==> config.mk <==
export PLATFORM = sky130hd
export DESIGN_NAME = mem_port_arbiter
export DESIGN_NICKNAME = d
export VERILOG_FILES = /design/src/rtl/mem_port_arbiter.sv
export SDC_FILE = /design/constraint.sdc
export NUM_CORES = 1
export LEC_CHECK = 0
export BUFFER_PORTS_ARGS = -buffer_cell sky130_fd_sc_hd__buf_2
export CAP_MARGIN = 20
export CORE_AREA = 5 5 114 116
export DETAILED_ROUTE_END_ITERATION = 10
export DIE_AREA = 0 0 119 121
export GPL_ROUTABILITY_DRIVEN = 0
export MAX_ROUTING_LAYER = met4
export PLACE_DENSITY = 0.66
export REMOVE_ABC_BUFFERS = 1
export SLEW_MARGIN = 15
export SYNTH_ARGS = -nofsm -noshare
export SYNTH_HDL_FRONTEND = slang
export SYNTH_SLANG_ARGS = --single-unit
==> constraint.sdc <==
create_clock -name clk -period 1.79 [get_ports clk]
set_input_delay 0.0895 -clock clk [delete_from_list [all_inputs] [get_ports clk]]
set_output_delay 0.0895 -clock clk [all_outputs]
set_load 0.03 [all_outputs]
==> src/rtl/mem_port_arbiter.sv <==
// mem_port_arbiter
//   Shares one unified instruction/data memory port between two requesters:
//   port 0 is the multicycle core, port 1 is the loader/debug port.
//   Round-robin arbitration feeds a fixed-latency access FSM
//   (IDLE -> ADDR -> WAIT* -> RESP). Only one access is in flight at a time.
//
// Ports
//   clk, rst            rising-edge clock, synchronous active-high reset
//   reqN, weN, adrN,    request, write flag, address and write data of port N;
//   wdN                 the request is held until gntN, and the rest is sampled at gntN
//   gntN                1-cycle combinational grant pulse (IDLE only)
//   doneN, rdN          1-cycle completion pulse; rdN carries read data while doneN=1, else 0
//   busy                high in every state except IDLE
//   mem_adr, mem_wd,    registered memory address / write data / write enable
//   mem_we              (mem_we is high only in the ADDR cycle of a write)
//   mem_rd              memory read data, valid MEM_LAT cycles after the ADDR cycle
module mem_port_arbiter #(
   parameter int ADDR_W  = 32,
   parameter int DATA_W  = 32,
   parameter int MEM_LAT = 1
) (
   input  logic              clk,
   input  logic              rst,
   input  logic              req0,
   input  logic              we0,
   input  logic [ADDR_W-1:0] adr0,
   input  logic [DATA_W-1:0] wd0,
   input  logic              req1,
   input  logic              we1,
   input  logic [ADDR_W-1:0] adr1,
   input  logic [DATA_W-1:0] wd1,
   output logic              gnt0,
   output logic              gnt1,
   output logic              done0,
   output logic              done1,
   output logic [DATA_W-1:0] rd0,
   output logic [DATA_W-1:0] rd1,
   output logic              busy,
   output logic [ADDR_W-1:0] mem_adr,
   output logic [DATA_W-1:0] mem_wd,
   output logic              mem_we,
   input  logic [DATA_W-1:0] mem_rd
);

   typedef enum logic [1:0] {
      S_IDLE = 2'd0,
      S_ADDR = 2'd1,
      S_WAIT = 2'd2,
      S_RESP = 2'd3
   } state_t;

   localparam int              CNT_W    = 4;
   localparam logic [CNT_W-1:0] CNT_ONE  = CNT_W'(1);
   localparam logic [CNT_W-1:0] CNT_INIT = CNT_W'(MEM_LAT - 1);

   state_t              state_q,   state_d;
   logic                last_q,    last_d;
   logic                owner_q,   owner_d;
   logic                we_q,      we_d;
   logic [CNT_W-1:0]    cnt_q,     cnt_d;
   logic [ADDR_W-1:0]   mem_adr_q, mem_adr_d;
   logic [DATA_W-1:0]   mem_wd_q,  mem_wd_d;
   logic                mem_we_q,  mem_we_d;

   // Winner when requests are sampled: a lone requester wins; on a tie the
   // port that was not granted last wins.
   logic win_sel;
   assign win_sel = (req0 && req1) ? ~last_q : req1;

   always_comb begin
      state_d   = state_q;
      last_d    = last_q;
      owner_d   = owner_q;
      we_d      = we_q;
      cnt_d     = cnt_q;
      mem_adr_d = mem_adr_q;
      mem_wd_d  = mem_wd_q;
      mem_we_d  = mem_we_q;
      gnt0      = 1'b0;
      gnt1      = 1'b0;

      unique case (state_q)
         S_IDLE: begin
            if (req0 || req1) begin
               gnt0      = ~win_sel;
               gnt1      = win_sel;
               last_d    = win_sel;
               owner_d   = win_sel;
               we_d      = win_sel ? we1  : we0;
               mem_adr_d = win_sel ? adr1 : adr0;
               mem_wd_d  = win_sel ? wd1  : wd0;
               // Write enable is registered so it lines up with the ADDR cycle.
               mem_we_d  = win_sel ? we1  : we0;
               state_d   = S_ADDR;
            end
         end
         S_ADDR: begin
            mem_we_d = 1'b0;
            cnt_d    = CNT_INIT;
            state_d  = (MEM_LAT == 1) ? S_RESP : S_WAIT;
         end
         S_WAIT: begin
            cnt_d = cnt_q - CNT_ONE;
            if (cnt_q <= CNT_ONE) begin
               state_d = S_RESP;
            end
         end
         S_RESP: begin
            // Clear the memory-side registers so the port rests at zero in IDLE.
            mem_adr_d = '0;
            mem_wd_d  = '0;
            state_d   = S_IDLE;
         end
         default: begin
            state_d = S_IDLE;
         end
      endcase
   end

   always_ff @(posedge clk) begin
      if (rst) begin
         state_q   <= S_IDLE;
         last_q    <= 1'b1;
         owner_q   <= 1'b0;
         we_q      <= 1'b0;
         cnt_q     <= '0;
         mem_adr_q <= '0;
         mem_wd_q  <= '0;
         mem_we_q  <= 1'b0;
      end else begin
         state_q   <= state_d;
         last_q    <= last_d;
         owner_q   <= owner_d;
         we_q      <= we_d;
         cnt_q     <= cnt_d;
         mem_adr_q <= mem_adr_d;
         mem_wd_q  <= mem_wd_d;
         mem_we_q  <= mem_we_d;
      end
   end

   // Completion decode: done goes only to the owner, and read data is forced
   // to zero for writes and outside the RESP cycle.
   always_comb begin
      done0 = (state_q == S_RESP) && !owner_q;
      done1 = (state_q == S_RESP) &&  owner_q;
      rd0   = (done0 && !we_q) ? mem_rd : '0;
      rd1   = (done1 && !we_q) ? mem_rd : '0;
   end

   assign busy    = (state_q != S_IDLE);
   assign mem_adr = mem_adr_q;
   assign mem_wd  = mem_wd_q;
   assign mem_we  = mem_we_q;

endmodule

# == Yosys cells after proc, flatten, opt, wreduce, memory -nomap -nowiden ==
# Index checks and enable logic that the tools add are counted.
# word_totals
regBits,74
elab_cells,54
out_inout_bits,134
# classes
bitwise,2
add_sub_neg,1
magnitude_cmp,1
eq_ne,5
n_mux,20
n_reduce_logical,17
# op_table
operator,n
$mux 32,6
$pmux 32 s2,2
$pmux 2 s4,1
$pmux 4 s2,1
$reduce_and 2->1,4
$reduce_bool 2->1,4
$mux 1,7
$logic_and 1x1->1,5
$eq 2x2->1 const B,2
$le 4x1->1 const B,1
$mux 2,2
$ne 2x2->1 const B,2
$sub 4x1->4 const B,1
$eq 2x1->1 const B,1
$logic_not 1->1,2
$logic_not 2->1,1
$not 1->1,2
$pmux 1 s2,1
$logic_or 1x1->1,1

# == Depth between registers and ports, before layout ==
# depth
ltp_word,5
ltp_mapped,7

# == Least setup slack after synthesis ==
# OpenSTA, ideal clock, no wires.
# synth_timing
kind,reg-to-output
from,reg state_q[1]
to,out rd0[22]
t_arrival_ps,1656
n_path_buf,1
required_ps,1701
path_stages_with_launch,5
setup_slack_ps,44
cell_sequence,dfxtp_1 ha_1 nor2b_1 clkbuf_1 and3_1
# synth_via
elab_chain_len,4
# synth_lines
item,line,text
"start, declared",56,"state_t state_q, state_d;"
"start signal, assigned",131,state_q <= state_d;
$eq 2x2->1,145,done0 = (state_q == S_RESP) && !owner_q;
$logic_and 1x1->1,145,
net done0,34,"output logic done0,"
$logic_and 1x1->1,147,rd0 = (done0 && !we_q) ? mem_rd : '0;
$mux 32,147,
"end, declared",36,"output logic [DATA_W-1:0] rd0,"
# The timed path passes the listed nets, and every way through them passes these cells.

# == Worst setup path after layout ==
# layout_timing
from,reg state_q[0]
to,"reg mem_adr_q[14], in the netlist mem_adr[14]"
# layout_via
elab_chain_len,3
word_cells_on_any_way,6
classes_between,eq/ne: 2; mux: 1; reduce/logical: 3
# layout_lines
item,line,text
$eq 2x2->1 or $logic_not 2->1 (tied branches),82,unique case (state_q)
$reduce_bool 2->1 (no line) or $ne 2x2->1 (tied branches),-,
$reduce_and 2->1 (no line),-,
"end signal, assigned",136,mem_adr_q <= mem_adr_d;
"end, declared",61,"logic [ADDR_W-1:0] mem_adr_q, mem_adr_d;"
# Parallel ways exist; a longest one is shown, timed or not.
# A chain may end at the register's enable or synchronous reset.

==> results.toml <==
[outcome]
status = "completed"

[logic_synthesis]
synth_common_cells = "dfxtp_1 (74), mux2i_1 (65), and3_1 (64), o2bb2ai_1 (34), o2bb2ai_2 (30)"
netlist_top_cells_area = "dfxtp_1 (38%), mux2i_1 (17%), o2bb2ai_2 (12%)"
yosys.area.top_type = "dfxtp_1"
synth_seq_cells = 74
netlist_area_um2 = 3870
synth_edf_count = 0
synth_cells = 365
synth_area_per_cell_um2 = 10.6
ys_seq_area_share_pct = 38.3
synthFlopType = "dfxtp_1"
synth_top_area_share_pct = 38.3
async_flop_share_pct = 0
yosys_warnings = 0
synth.distinct_cells = 30
yosysMostFrequentCell = "dfxtp_1"

[critical_path]
reg2reg_depth = 6
critPathMaxFanout = 64
end_kind = "flop"
regToRegStartpoint = "state_q[0]"
regToRegSetupSlack_ps = 50
required_ps = 2050
critPathLaunchType = "flop"
reg2reg_to = "mem_adr[14]"
worstSetupPathType = "reg2reg"
critPathArrivalTime_ps = 2000

[cells_and_area]
multi_input_area_um2 = 2190
fillers = 1107
drive_above_1_share_pct = 56.4
antennaDiodeCount = 0
layout.nets = 828
regArea_um2 = 1480
area_delta_synth_final_pct = 52.8

[global_routing]
grt_pass1_wl_mm = 20.4
grt_pass1_vias = 4049
track_usage_pct = 17.9
overflow = 0
antenna_found_initial = 0
grt_max_degree = 65

[floorplan]
die_h_um = 121
floorplan.initialDensity_pct = 32.8
core_um2 = 11800
row_count = 40
dieArea_um2 = 14400
pin_count = 300
fp.dieW_um = 119

[clock_tree]
cts_root_buffer = "clkbuf_16"
cts_tree = "built"
clk_latency_ps = 330
path_clk_slew_ps = 70
cts_sinks = 74
cts_setup_buffers = 0
clock_path_buffers = 2
numCtsBuffers = 9
htreeDepth = 3

[timing]
drv_slew = 0
rsz0062_at_grt = "true"
holdWs_ps = 25.2
fin_crit_ps = 1740
relSlewSlack_pct = 74.5
setup_viol = 0
period_share_pct = 97.2
worstMarginPinSlew_ps = 382
fmax_mhz = 575
hold_viol_final = 0
fin_skew_ps = 13.0

[routing]
dr.pass1.iters = 4
routed_wl_mm = 13.4
wl_per_cell_um = 16.7
routed.top_layer = "met4"
via_per_inst = 4.90
wl_met1_mm = 5.12
wl_met3_mm = 1.22
vias = 3952
wl_met2_mm = 6.99
postRouteAntennaNets = 0
first_iter_violations = 145
drc = 0

[worst_hold_path]
hp-start = "wd0[10]"
whs_endpoint = "mem_wd[10]"
hold_depth = 3
hp-class = "in2reg"

[placement]
portBuffers = 299
dpl.hpwl_mm = 10.6

[flow_run]
drv_cap = 0

[pwr]
vdd_ir_drop_max_uv = 601
finalPower_mw = 6.88
power_density_nw_per_um2 = 1160
leakagePower_nw = 3.23
==> cell families (layout without fill, tap and decap cells) <==
group	count (synthesis)	after routing	share of synthesized area (%)
fa+ha+maj	7	7	2.26
simple gates	93	93	14.3
compound gates	82	82	22.0
flops	74	74	38.3
buf+inv	43	338	6.04
mux	66	66	17.1
==> critical path, cell delays in order, from the launching register on <==
cell	delay (ps)
dfxtp_2	350
inv_1	100
ha_1	230
o21ai_2	80
or3_2	440
buf_12	220
o2bb2ai_2	200
==> per-stage QoR <==
step	setup WS (ps)	util (%)	instances	cell area, µm²	setup TNS (ps)
3_5_place_dp	61.9	47.1	790	5560	0
5_1_grt	-17.5	50.1	807	5910	-86.4
2_1_floorplan	-1980	-	331	3670	-138770
4_1_cts	2.85	49.7	806	5870	0
3_3_place_gp	169	47.1	790	5560	0
6_report	50.3	50.1	807	5910	0
==> placed cells by master, fill, tap and decap left out, types with 6 or more instances in the layout <==
cell and count:
buf_2 296, buf_4 7, ha_1 6, nor2_1 12, and3_1 63, o2bb2ai_2 30, mux2i_1 65, buf_12 8
dfxtp_1 72, clkbuf_16 10, inv_1 9, o2bb2ai_1 34, a21oi_1 9
==> where the power goes <==
part	internal, mW	switching (mW)
clock network	0.983	0.792
registers	1.99	0.237
logic	1.03	1.85
total	4.00	2.88
==> flip-flops by register name, indices dropped and copies added (netlist names) <==
signal and cells:
cnt_q 4, mem_wd 32, mem_we 1, state_q 2, last_q 1, we_q 1, mem_adr 32, owner_q 1
==> worst max-delay path by stage <==
stage | startpoint | endpoint
floorplan | last_q | gnt0
global placement | state_q[0] | mem_wd[11]
detailed placement | state_q[0] | mem_wd[6]
CTS | state_q[1] | rd1[7]
global route | state_q[0] | mem_wd[6]
finish | state_q[0] | mem_adr[14]
==> layout make-up <==
type	count	area share (%)
repair buffers	313	29.2
well taps	147	3.11
clock inverters	7	1.16
inverters	9	0.571
flip-flops and latches	74	25.1
clock buffers	9	3.81
multi-input cells	248	37.1
==> per-layer routing <==
metal / global-route usage, % / vias up
met1: 19.3 / 1806
met4: 4.42 / 0
li1: - / 1943
met5: - / -
met2: 32.2 / 195
met3: 5.31 / 8
==> timing repair <==
action / 4_1_cts / 5_1_grt
resized for setup: 7 / 5
setup endpoints to repair: 64 / 53
gates cloned: 0 / 1
hold buffers: 0 / 0
No activity file was read; power rests on OpenSTA's default activity.
